--- src/rtl/fifoc2cs.sv ---
// fifoc2cs: responder end of the cs fs/fd handshake. Drains one command frame from fifoc,
// checks the header (and checksum when FIFOC2CS_CSUM_EN is defined) and latches the command bytes.
module fifoc2cs #(
    parameter logic [7:0]    HEAD0 = 8'h55,
    parameter logic [7:0]    HEAD1 = 8'hAA,
    parameter int unsigned   TW    = 16,
    parameter logic [TW-1:0] TOUT  = 16'd4095
) (
    input  logic       clk,
    input  logic       rst,
    input  logic       fs,
    output logic       fd,
    output logic       err,
    input  logic [7:0] fifoc_rxd,
    input  logic       fifoc_empty,
    output logic       fifoc_rden,
    output logic [7:0] cmd_kdev,
    output logic [7:0] cmd_smpr,
    output logic [7:0] cmd_filt,
    output logic [7:0] cmd_mix0,
    output logic [7:0] cmd_mix1,
    output logic [7:0] cmd_reg4,
    output logic [7:0] cmd_reg5,
    output logic [7:0] cmd_reg6,
    output logic [7:0] cmd_reg7,
    output logic [7:0] frm_cnt
);

    localparam logic [2:0] S_IDLE = 3'd0;
    localparam logic [2:0] S_RD   = 3'd1;
    localparam logic [2:0] S_CAP  = 3'd2;
    localparam logic [2:0] S_CHK  = 3'd3;
    localparam logic [2:0] S_DONE = 3'd4;

`ifdef FIFOC2CS_CSUM_EN
    localparam logic [3:0] LAST_IDX = 4'd11;
`else
    localparam logic [3:0] LAST_IDX = 4'd10;
`endif

    logic [2:0]      state_q, state_d;
    logic [3:0]      idx_q, idx_d;
    logic [TW-1:0]   tcnt_q, tcnt_d;
    logic            err_pend_q, err_pend_d;
    logic            err_q, err_d;
    logic [8:0][7:0] shd_q, shd_d;
    logic [8:0][7:0] cmd_q, cmd_d;
    logic [7:0]      cnt_q, cnt_d;
    logic [3:0]      sidx;
    logic            hdr_bad;
`ifdef FIFOC2CS_CSUM_EN
    logic [7:0]      sum_q, sum_d;
`endif

    assign sidx    = idx_q - 4'd2;
    assign hdr_bad = ((idx_q == 4'd0) && (fifoc_rxd != HEAD0)) ||
                     ((idx_q == 4'd1) && (fifoc_rxd != HEAD1));

    always_comb begin
        state_d    = state_q;
        idx_d      = idx_q;
        tcnt_d     = tcnt_q;
        err_pend_d = err_pend_q;
        err_d      = err_q;
        shd_d      = shd_q;
        cmd_d      = cmd_q;
        cnt_d      = cnt_q;
`ifdef FIFOC2CS_CSUM_EN
        sum_d      = sum_q;
`endif
        case (state_q)
            S_IDLE: begin
                if (fs) begin
                    state_d = S_RD;
                    idx_d   = '0;
                    tcnt_d  = '0;
`ifdef FIFOC2CS_CSUM_EN
                    sum_d   = '0;
`endif
                end
            end
            S_RD: begin
                if (!fifoc_empty) begin
                    state_d = S_CAP;
                end else begin
                    tcnt_d = tcnt_q + TW'(1);
                    if (tcnt_d == TOUT) begin
                        err_pend_d = 1'b1;
                        err_d      = 1'b1;
                        state_d    = S_DONE;
                    end
                end
            end
            S_CAP: begin
                tcnt_d = '0;
                if (hdr_bad) begin
                    // Header abort leaves the rest of the frame in fifoc.
                    err_pend_d = 1'b1;
                    err_d      = 1'b1;
                    state_d    = S_DONE;
                end else begin
                    if ((idx_q >= 4'd2) && (idx_q <= 4'd10)) begin
                        shd_d[sidx] = fifoc_rxd;
`ifdef FIFOC2CS_CSUM_EN
                        sum_d = sum_q + fifoc_rxd;
`endif
                    end
`ifdef FIFOC2CS_CSUM_EN
                    if ((idx_q == 4'd11) && (fifoc_rxd != sum_q)) begin
                        err_pend_d = 1'b1;
                    end
`endif
                    if (idx_q == LAST_IDX) begin
                        state_d = S_CHK;
                    end else begin
                        state_d = S_RD;
                        idx_d   = idx_q + 4'd1;
                    end
                end
            end
            S_CHK: begin
                if (err_pend_q) begin
                    err_d = 1'b1;
                end else begin
                    cmd_d = shd_q;
                    cnt_d = cnt_q + 8'd1;
                    err_d = 1'b0;
                end
                state_d = S_DONE;
            end
            S_DONE: begin
                if (!fs) begin
                    state_d    = S_IDLE;
                    err_pend_d = 1'b0;
                end
            end
            default: state_d = S_IDLE;
        endcase
    end

    always_ff @(posedge clk or negedge rst) begin
        if (!rst) begin
            state_q    <= S_IDLE;
            idx_q      <= '0;
            tcnt_q     <= '0;
            err_pend_q <= 1'b0;
            err_q      <= 1'b0;
            shd_q      <= '0;
            cmd_q      <= '0;
            cnt_q      <= '0;
`ifdef FIFOC2CS_CSUM_EN
            sum_q      <= '0;
`endif
        end else begin
            state_q    <= state_d;
            idx_q      <= idx_d;
            tcnt_q     <= tcnt_d;
            err_pend_q <= err_pend_d;
            err_q      <= err_d;
            shd_q      <= shd_d;
            cmd_q      <= cmd_d;
            cnt_q      <= cnt_d;
`ifdef FIFOC2CS_CSUM_EN
            sum_q      <= sum_d;
`endif
        end
    end

    assign fd         = (state_q == S_DONE);
    assign fifoc_rden = (state_q == S_RD) && !fifoc_empty;
    assign err        = err_q;
    assign frm_cnt    = cnt_q;
    assign cmd_kdev   = cmd_q[0];
    assign cmd_smpr   = cmd_q[1];
    assign cmd_filt   = cmd_q[2];
    assign cmd_mix0   = cmd_q[3];
    assign cmd_mix1   = cmd_q[4];
    assign cmd_reg4   = cmd_q[5];
    assign cmd_reg5   = cmd_q[6];
    assign cmd_reg6   = cmd_q[7];
    assign cmd_reg7   = cmd_q[8];

endmodule

--- config.mk ---
export PLATFORM = sky130hd
export DESIGN_NAME = fifoc2cs
export DESIGN_NICKNAME = d
export VERILOG_FILES = /design/src/rtl/fifoc2cs.sv
export SDC_FILE = /design/constraint.sdc
export NUM_CORES = 1
export LEC_CHECK = 0
export CAP_MARGIN = 20
export CORE_ASPECT_RATIO = 1.1
export CORE_UTILIZATION = 50
export DETAILED_ROUTE_END_ITERATION = 10
export PLACE_DENSITY = 0.73
export SETUP_SLACK_MARGIN = 0.05
export SLEW_MARGIN = 20
export SYNTH_ARGS = -nofsm -noshare
export SYNTH_HDL_FRONTEND = slang
export SYNTH_SLANG_ARGS = --single-unit
--- constraint.sdc ---
create_clock -name clk -period 2.5 [get_ports clk]
set_clock_uncertainty 0.05 [all_clocks]
set_input_delay 0.375 -clock clk [delete_from_list [all_inputs] [get_ports clk]]
set_output_delay 0.375 -clock clk [all_outputs]
set_load 0.05 [all_outputs]
# Word level (Yosys, flattened, before mapping)
# Cells that the tools add are included.
# op_classes
reduce_logical,20
magnitude_cmp,4
bitwise_logic,2
n_eq_ne,17
n_mux,24
n_addsub,4
# ops
operator,n
$bwmux 72,1
$pmux 16 s3,1
$demux 8 s4,1
$mux 16,2
$add 16x1->16 const B,1
$eq 16x12->1 const B,1
$mux 3,5
$pmux 3 s5,1
$ne 2x2->1 const B,7
$mux 4,3
$reduce_and 3->1,3
$reduce_bool 3->1,3
$add 8x1->8 const B,1
$mux 8,1
$ne 8x7->1 const B,1
$ne 8x8->1 const B,1
$pmux 4 s2,1
$reduce_and 4->1,2
$eq 3x2->1 const B,2
$pmux 1 s3,2
$logic_and 1x1->1,5
$lt 4x5->1 const B,1
$mux 1,5
$reduce_and 5->1,1
other kinds (18),19
# word_totals
wordCells,95
output_inout_bits,83
register_bits,177
in_bits,12

# Depth between registers and ports, before layout
# Gate-level depths: netlist of the first run.
# logic_depth
word_depth,6
depth_mapped,9
depth_no_buf,8

# Worst setup path before layout of the first run
# OpenSTA, ideal clock, no wires.
# synth_timing
path_kind,reg-to-reg
start,register idx_q[1]
end,register shd_q[56] (netlist name)
n_path_buf,1
slack_ns,-0.140
t_arrival_ns,2.465
stages_incl_launch_ff,9
setup_time_ns,0.125
path_cell_list,dfrtp_1 inv_1 ha_1 a21boi_0 o21a_4 or3_1 buf_6 nor4b_4 mux2_2
# synth_between
elab_chain_cells,6
word_cells_on_any_way,17
classes_between,add/sub (1); order compare (4); eq/ne (1); mux (3); bitwise (1); reduce/logical (7)
# synth_rtl
item,line,source
start: declaration,42,"logic [3:0] idx_q, idx_d;"
start signal: assignment,156,idx_q <= idx_d;
$sub 4x2->4,55,assign sidx = idx_q - 4'd2;
$lt 4x5->1 (not written as such) / $ge 4x1->1 (equally long branches),103,shd_d[sidx] = fifoc_rxd;
$logic_and 1x1->1 (not written as such),103,
$mux 8 (not written as such),103,
$demux 8 s4,103,
$bwmux 72,103,
end signal: assignment,148,shd_q <= '0;
end signal: assignment,160,shd_q <= shd_d;
end: declaration,46,"logic [8:0][7:0] shd_q, shd_d;"
# Parallel ways exist; a longest one is shown, timed or not.
# A chain may end at the register's enable or synchronous reset.

# Worst setup path in the final report of the first run
# layout_timing
start,input port fifoc_rxd[6]
end,register shd_q[17] (netlist name)
# layout_between
elab_chain_cells,5
word_cells_on_any_way,7
classes_between,eq/ne (2); bitwise (1); reduce/logical (4)
# layout_rtl
item,line,source
start: declaration,14,"input logic [7:0] fifoc_rxd,"
$ne 8x7->1 / $ne 8x8->1 (equally long branches),"56, 57",
"$logic_and 1x1->1, on equally long branches","56, 57",
$logic_or 1x1->1 *,56,assign hdr_bad = ((idx_q == 4'd0) && (fifoc_rxd != HEAD0)) ||
$not 1->1 (no line) *,n/a,
$reduce_and 3->1 (no line) *,n/a,
# Mark *: on every way between the ends. The rest lies on a longest branch, timed or not.

==> results of run 1 <==
-- power by group --
group	total, uW	switching, uW	internal, uW	leakage (uW)
clock	2770	1150	1630	0.000300
combinational	4010	2560	1440	0.00170
sequential	3810	359	3450	0.00224
total	10600	4070	6520	0.00425
-- stage by stage --
step	instances	setup TNS (ns)	util, %
after floorplan	573	-0.8177	-
after global placement	874	-25.35	62.38
after detailed placement	874	-27.51	62.38
after CTS	909	0	66.91
after global routing	912	-0.05745	67.76
final	912	0	67.76
-- worst max-delay path, stage by stage --
cell and delay [ns]:
clkdlybuf4s50_1 0.53, and4bb_2 0.29, a21boi_4 0.07, o21a_4 0.22, or3_4 0.38, buf_4 0.21
nor2_2 0.14, buf_4 0.16, mux2_2 0.34
-- layout by cell type (no fill, tap or decap), drive strengths merged, types with 2 or more instances in the layout --
cell type	netlist	routed
a31oi	7	7
nand2b	3	3
inv	9	15
bufinv	0	3
buf	2	53
and2	2	2
and3	3	3
mux2i	3	3
mux2	145	145
o22ai	3	3
clkdlybuf4s50	0	89
dfrtp	177	177
nand3b	4	4
or3	4	4
nand4	8	8
nor4b	2	2
ha	10	10
nor2	30	30
xor2	3	3
and4bb	4	4
and4	4	4
o31ai	2	2
o21ai	32	32
nand3	18	18
a21oi	11	11
o211ai	2	2
clkbuf	28	20
dlymetal6s2s	0	2
xnor2	8	8
clkinv	1	3
nor3	5	5
nand2	24	24
nor4	4	4
-- cell families after synthesis --
logic type,Yosys count
flip-flops,177
multiplexers,148
AND/OR/NAND/NOR,117
AO/OA/AOI/OAI,70
buffers and inverters,40
XOR/XNOR,11
adder cells (fa/ha/maj),10
-- how the worst min path moves through the flow --
| stage | start | to | cells after the start |
|---|---|---|---|
| 5_1_grt | frm_cnt[7] | frm_cnt[7] | 1 |
| 3_5_place_dp | rst | frm_cnt[6] | 1 |
| 2_1_floorplan | rst | cmd_filt[0] | 0 |
| 3_3_place_gp | rst | frm_cnt[5] | 1 |
| 4_1_cts | frm_cnt[7] | frm_cnt[7] | 1 |
| 6_report | frm_cnt[7] | frm_cnt[7] | 1 |
-- routing by layer --
layer	vias to the layer above	global-route usage, %	routed length [um]
li1	2325	-	-
met1	2646	30.97	7423
met2	188	37.11	8188
met3	33	4.384	834
met4	0	9.754	352
met5	-	0	0
-- final cells by class --
class	count	area, um2	share of cell area [%]
Clock buffer	20	446.7	4.527
Tap cell	192	240.2	2.435
Timing Repair Buffer	145	1455	14.75
Multi-Input combinational cell	356	3089	31.31
Sequential cell	177	4429	44.89
Inverter	10	37.54	0.3804
Clock inverter	12	168.9	1.712
-- timing repair --
item | CTS | global route
endpoints found under the setup margin | 72 | 70
endpoints found under the hold margin | 58 | 0
pin swaps | 3 | 5
hold buffers | 1 | 0
buffers inserted | 2 | 3
resized for setup | 4 | 24
==> metrics.csv, run 1 <==
stage,metric,value,unit
logic_synthesis,Synth top area share,58.62,%
sta,Slew HR,59.16,%
job,Max-Cap Viols,0,
power_and_ir_drop,Lkg Pwr,0.004245,uW
power_and_ir_drop,Max IR drop VDD,771.5,uV
logic_synthesis,Synth Area in Simple Gates,8.644,%
layout,Largest regs,"shd_q (72), tcnt_q (16)",
layout,max reg flops,72,
logic_synthesis,yosys warns,0,
floorplan,Chip Width,119.2,um
logic_synthesis,mux share of post-synthesis cell area,22.01,%
logic_synthesis,Post-synth EDFFs,0,
layout,Top reg by flops,shd_q,
route,via/cell ratio,5.693,
logic_synthesis,synth top area cells,"dfrtp_1 59%, mux2_2 22%, o21ai_0 2.1%, ha_1 1.7%, clkbuf_1 1.4%",
setup_path,CP endpoint kind,register,
logic_synthesis,asr flop ratio synth,100.0,%
logic_synthesis,"count leader, synth",dfrtp_1,
place,Setup WS pre-CTS,-0.4590,ns
floorplan,core area,14560,um2
logic_synthesis,register area share after synthesis,58.62,%
sta,final hold vios,0,
layout,Final Net Count,729,
sta,post-layout minimum cycle time,2.459,ns
floorplan,Initial Utilization,51.89,%
logic_synthesis,Gate Count Post-Synth,573,
layout,layout cell share with drive strength beyond 1,35.56,%
hold_path,Hold Crit Class,reg -> reg,
clock_network,CTS tree,done,
clock_network,Clock Sinks,177,
sta,actual slew at the worst max-slew pin,0.6126,ns
place,placer congestion estimate,0.8970,
route,Post-Route WL,16800,um
setup_path,Reg2Reg Capture Point,shd_q[17],
setup_path,reg-to-reg startpoint,idx_q[0],
place,port buffer count,94,
place,Area after DPL,9084,um2
grt,gr usage total,23.08,%
clock_network,Clock Root Buffer,clkbuf_16,
place,hpwl dp,11410,um
logic_synthesis,XOR/XNOR Fraction of Synth Area,1.275,%
setup_path,critical path class,in -> reg,
clock_network,worst skew pair latency,0.43,ns
setup_path,crit path from,fifoc_rxd[6],
logic_synthesis,Mapped Nets,595,
logic_synthesis,Synth top cells by count,"177 x dfrtp_1, 145 x mux2_2, 32 x o21ai_0",
logic_synthesis,Synth Area in Compound Gates,5.713,%
sta,unrepaired setup endpoints after global routing,true,
logic_synthesis,"Distinct cells, synth",50,
layout,"Design Area, Final",9867,um2
layout,# fillers,1038,
route,router iterations before antenna repair,5,
sta,Final setup viols,0,
setup_path,Worst Reg2Reg Path Length in Cells,9,
clock_network,total CTS buffers,17,
setup_path,R2R Setup Slk,0.08,ns
layout,Area Overhead vs Synth,30.58,%
logic_synthesis,"FF+latch count, synth",177,
route,DRC viols,0,
sta,Final Max Tran Viols,0,
floorplan,die area,15610,um2
setup_path,Worst EP required,2.76,ns
logic_synthesis,synthesized area,7556,um2
logic_synthesis,Yosys top cell by area,dfrtp_1,
route,Final ANT Viol Nets,0,
floorplan,row cnt,46,
setup_path,Worst Setup EP,shd_q[17],
layout,ant diodes,0,
logic_synthesis,synthesized-area fraction occupied by adder cells,1.656,%
clock_network,register clock-pin slew on the reported worst setup and hold paths,0.06,ns
run_status,status,"complete, no violations",
logic_synthesis,Synth Flop Type,dfrtp_1,
clock_network,H-tree depth,4,
route,DR vias,5192,
clock_network,clk buf depth,2,
sta,crit share post-route,98.35,%
grt,total gr overflow,0,
floorplan,IO Pins,95,
floorplan,Die H,130.9,um
power_and_ir_drop,Final Power,10580,uW
setup_path,CP Max Fanout,8,
grt,global-route wire length before repair,27400,um
sta,Setup WS post-layout,0.04126,ns
grt,vias in the first global route,5207,
grt,initial antenna violation count,0,
grt,largest net degree at the start of global routing,64,
logic_synthesis,largest family of logic cells by synthesized area,multiplexers,
setup_path,startpoint class of the critical path,input port,
logic_synthesis,Mapped Avg Cell Area,13.19,um2
route,post-DR wirelength/cell,18.42,um
route,Iter 0 DRT Violations,334,
power_and_ir_drop,Power Dens Cells,1073,nW/um2
sta,WHS,0.4280,ns
sta,fmax,0.4067,GHz
setup_path,CP arrival,2.72,ns
(Power assumes the default switching activity.)
==> inputs of run 2 (changes only) <==
CAP_MARGIN = 10   (was 20)
HOLD_SLACK_MARGIN = 0.1   (was unset)
==> results of run 2 <==
The final DEF is identical to that of run 1; final timing and power are the same.
